**config.mk**
```make
export PLATFORM = sky130hd
export DESIGN_NAME = bcd_lut_arbiter
export DESIGN_NICKNAME = d
export VERILOG_FILES = /design/src/rtl/bcd_lut_arbiter.sv
export SDC_FILE = /design/constraint.sdc
export NUM_CORES = 1
export LEC_CHECK = 0
export BUFFER_PORTS_ARGS = -buffer_cell sky130_fd_sc_hd__buf_2
export CAP_MARGIN = 20
export CORE_MARGIN = 1.5
export CORE_UTILIZATION = 48
export CTS_CLUSTER_DIAMETER = 40
export DETAILED_ROUTE_END_ITERATION = 7
export PLACE_DENSITY_LB_ADDON = 0.1
export RECOVER_POWER = 25
export SYNTH_ARGS = -nofsm -noshare
export SYNTH_HDL_FRONTEND = slang
export SYNTH_SLANG_ARGS = --single-unit
```
**constraint.sdc**
```tcl
create_clock -name clk_27mhz -period 3.5 [get_ports clk_27mhz]
set_input_delay 0.525 -clock clk_27mhz [delete_from_list [all_inputs] [get_ports clk_27mhz]]
set_output_delay 0.525 -clock clk_27mhz [all_outputs]
set_load 0.1 [all_outputs]
```
**src/rtl/bcd_lut_arbiter.sv**
```systemverilog
// Round-robin arbiter sharing the binary-to-BCD lookup BRAM among UI clients.
// Grants one read per cycle and returns the BCD byte with a one-hot client tag.
module bcd_lut_arbiter #(
  parameter int NUM_CLIENTS = 4,
  parameter int ADDR_W      = 7,
  parameter int DATA_W      = 8,
  parameter int RD_LAT      = 1
) (
  input  logic                          clk_27mhz,
  input  logic                          reset_n,
  input  logic [NUM_CLIENTS-1:0]        req,
  input  logic [NUM_CLIENTS*ADDR_W-1:0] req_addr,
  output logic [NUM_CLIENTS-1:0]        gnt,
  output logic [NUM_CLIENTS-1:0]        rsp_valid,
  output logic [DATA_W-1:0]             rsp_data,
  output logic [ADDR_W-1:0]             lut_addr,
  input  logic [DATA_W-1:0]             lut_data,
  output logic                          busy
);

  localparam int PTR_W = (NUM_CLIENTS > 1) ? $clog2(NUM_CLIENTS) : 1;

  logic [PTR_W-1:0]       r_ptr;
  logic [NUM_CLIENTS-1:0] r_gnt;
  logic [ADDR_W-1:0]      r_lut_addr;
  logic [DATA_W-1:0]      r_rsp_data;
  logic [NUM_CLIENTS-1:0] r_tag [RD_LAT+1];

  logic [NUM_CLIENTS-1:0] w_elig;
  logic                   w_hit;
  logic [PTR_W-1:0]       w_win;
  logic [PTR_W-1:0]       w_ptr_nxt;
  logic [NUM_CLIENTS-1:0] w_gnt_nxt;
  logic [ADDR_W-1:0]      w_win_addr;
  logic                   w_busy;

  // A client is ineligible while its own gnt pulse is showing.
  assign w_elig = req & ~r_gnt;

  always_comb begin
    w_hit = 1'b0;
    w_win = '0;
    for (int i = 0; i < NUM_CLIENTS; i++) begin
      if (!w_hit &&
          w_elig[(int'(r_ptr) + i) % NUM_CLIENTS]) begin
        w_hit = 1'b1;
        w_win = PTR_W'((int'(r_ptr) + i) % NUM_CLIENTS);
      end
    end
  end

  always_comb begin
    w_ptr_nxt = w_win + PTR_W'(1);
    if (w_win == PTR_W'(NUM_CLIENTS - 1))
      w_ptr_nxt = '0;
  end

  assign w_gnt_nxt  = w_hit ? (NUM_CLIENTS'(1) << w_win) : '0;
  assign w_win_addr = req_addr[int'(w_win)*ADDR_W +: ADDR_W];

  always_ff @(posedge clk_27mhz or negedge reset_n) begin
    if (!reset_n) begin
      r_gnt      <= '0;
      r_ptr      <= '0;
      r_lut_addr <= '0;
    end else begin
      r_gnt <= w_gnt_nxt;
      if (w_hit) begin
        r_ptr      <= w_ptr_nxt;
        r_lut_addr <= w_win_addr;
      end
    end
  end

  // Tag pipeline tracks which client owns each BRAM read in flight.
  always_ff @(posedge clk_27mhz or negedge reset_n) begin
    if (!reset_n) begin
      for (int s = 0; s <= RD_LAT; s++)
        r_tag[s] <= '0;
      r_rsp_data <= '0;
    end else begin
      r_tag[0] <= r_gnt;
      for (int s = 1; s <= RD_LAT; s++)
        r_tag[s] <= r_tag[s-1];
      if (|r_tag[RD_LAT-1])
        r_rsp_data <= lut_data;
    end
  end

  always_comb begin
    w_busy = 1'b0;
    for (int s = 0; s <= RD_LAT; s++)
      w_busy = w_busy | (|r_tag[s]);
  end

  assign gnt       = r_gnt;
  assign lut_addr  = r_lut_addr;
  assign rsp_valid = r_tag[RD_LAT];
  assign rsp_data  = r_rsp_data;
  assign busy      = w_busy;

  a_gnt_onehot: assert property (
    @(posedge clk_27mhz) disable iff (!reset_n)
    $onehot0(r_gnt));

  a_rsp_onehot: assert property (
    @(posedge clk_27mhz) disable iff (!reset_n)
    $onehot0(r_tag[RD_LAT]));

  a_no_regrant: assert property (
    @(posedge clk_27mhz) disable iff (!reset_n)
    (r_gnt & w_gnt_nxt) == '0);

endmodule
```
==> impl_metrics.toml <==
[logic_synthesis]
yosys.area.top_type = "dfrtp_1"
synth_area_um2 = 1340
syn_avg_cell_area_um2 = 12.0
synth.distinct_cells = 32
synth_top_family_by_area = "simple AND/OR/NAND/NOR gates"
yosysWarnings = 0
synth_fa_ha_area_share_pct = 0.932
synth-xor-area-share_pct = 0
synth-compound-area-share_pct = 13.5
ys_ff_latch = 29
yosys.area_share.simple_pct = 14.7
ys_seq_area_share_pct = 54.1
yosysTopAreaCellShare_pct = 54.1
synth_nets = 155
synthMuxAreaShare_pct = 11.9
synth_area_leaders = "dfrtp_1, mux2_2, mux2i_1"
postSynthCellCount = 112

[finish]
area_growth_pct = 27.1
fill_cells = 210
nets = 221
layout.cells.most_common_list = "buf_2, dfrtp_1, nor2_1"
drive_above_1_share_pct = 50.8
final_common_cell = "buf_2"
antennaDiodeCount = 0

[clock_tree]
ctsHoldBuffers = 0
insertion_delay_ps = 310
htree_levels = 2
numCtsBuffers = 5
cts.sinks = 29
clk_pin_slew_ps = 80
cts_setup_buffers = 0
cts_root_buffer = "clkbuf_4"
post_cts_resized = 0
cts_tree = "done"
cts_max_path_buffers = 2

[drt]
wl_mm = 2.55
wl_per_cell_um = 12.2
dr.pass1.iters = 4
drtIter0Drc = 14
drc_errors = 0
via_per_inst = 5.31
via_count = 1109
antenna_left = 0

[setup_path]
slowest_stage = "nor4_2"
path_cells = "nor4_2, nand2_1, buf_2"
cp.required_ps = 2970
cp-end-kind = "output port"
crit_path_start_kind = "register"
crit_fanout = 9
criticalPathCategory = "register to output port"
critPathMaxStageDelay_ps = 770
crit_arrival_ps = 1880

[run_status]
run_status = "finished, final reports clean"

[die]
die_x_um = 55.9
dieArea_um2 = 3120
initial_core_util_pct = 52.3
io_pins = 66
rows = 18
die_h_um = 55.9
core_um2 = 2570

[sta]
slew_viol_final = 0
finalHoldViolCount = 0
period_share_pct = 68.6
tightestPinTransition_ps = 1440
setup_tns_ps = 0
fin_crit_ps = 2400
setup_violations = 0
max_freq_mhz = 416
fin_worst_skew_ps = 8.65
hold_slack_ps = 401
rsz0062_at_grt = "no"
slew_headroom_pct = 3.89

[global_routing]
grt_pass1_vias = 1030
antenna_found_initial = 0
grt_pass1_wl_mm = 4.25
overflow = 0
grt_usage_pct = 17.6
grt_max_degree = 30

[place]
dp_hpwl_mm = 1.95
port_buffers = 65
place.gp.congestion = 0.750

[job]
cap_violations = 0

[worst_hold_path]
min_path_type = "register to register"
state kept, by name (all words and copies together), names as in the netlist:
register   cells
rsp_data       8
lut_addr       7
gnt            4
r_tag          4
rsp_valid      4
r_ptr          2
critical path, delay by kind of cell, from the launching register on:
family,cells,cell delay (ps)
and+or+nand+nor,2,860
DFF,1,390
buffers and inverters,1,320
worst paths after layout:
path,start,endpoint,slack [ps],cells past startpoint
setup / recovery,r_tag[5],busy,1100,3
hold / removal,r_tag[5],rsp_valid[1],400,0
setup reg to reg,r_ptr[1],r_ptr[1],1560,7
hold reg to reg,r_tag[5],rsp_valid[1],400,0
max in group asynchronous,reset_n,gnt[0],2110,1
min in group asynchronous,reset_n,lut_addr[2],540,1
cell type report:
cell class | instances | area, um^2 | area share (%)
repair buffers | 65 | 324 | 19.0
inverters | 3 | 16.3 | 0.953
clock buffers | 6 | 41.3 | 2.42
well taps | 30 | 37.5 | 2.20
flip-flops and latches | 29 | 726 | 42.5
clock inverters | 2 | 10.0 | 0.587
multi-input cells | 74 | 552 | 32.3
cells in the mapped netlist:
library cell	count
nor2b_1	1
or3_4	1
ha_1	1
nand2_1	10
o21ai_0	4
a22oi_2	1
nand2b_1	2
nand3_4	1
dfrtp_1	29
nor4_1	1
o211ai_2	1
buf_4	4
buf_8	1
and2_1	1
nand2b_4	1
nand2b_2	1
o2bb2ai_1	1
clkbuf_1	1
nand4_1	1
and3b_2	1
clkinv_4	1
a21o_1	1
nor4_2	1
a221oi_2	1
and2_2	1
inv_1	2
mux2i_1	7
a21oi_1	7
a221oi_1	7
o21ai_2	1
nor2_1	11
mux2_2	8
layer usage:
| metal | wire (um) | vias to the layer above | global-route usage, % | part of all wire, % |
|---|---|---|---|---|
| met5 | 0 | - | 0 | 0 |
| met4 | 26 | 0 | 7.14 | 1.0 |
| met3 | 181 | 4 | 4.19 | 7.1 |
| met2 | 1290 | 55 | 31.6 | 51 |
| met1 | 1060 | 513 | 19.9 | 41 |
| li1 | - | 537 | - | - |
cells by family (layout without fill, tap and decap cells):
family                   count (synthesis)  after routing
AO/OA/AOI/OAI                           24             24
adder cells (fa/ha/maj)                  1              1
buffers and inverters                    9             76
flip-flops                              29             29
multiplexers                            15             15
AND/OR/NAND/NOR                         34             34
through the flow:
| stage | cell area [um^2] | instances | util [%] | setup WS (ps) |
|---|---|---|---|---|
| 2_1_floorplan | 1340 | 112 | - | 1110 |
| 3_3_place_gp | 1660 | 201 | 64.5 | 1430 |
| 5_1_grt | 1710 | 209 | 66.5 | 949 |
| 3_5_place_dp | 1660 | 201 | 64.5 | 1370 |
| 4_1_cts | 1710 | 209 | 66.5 | 1060 |
| 6_report | 1710 | 209 | 66.5 | 1100 |
Power is left out: the tool's default activity adds up to more than one toggle a clock period on the data nets, which glitch-free logic cannot reach.
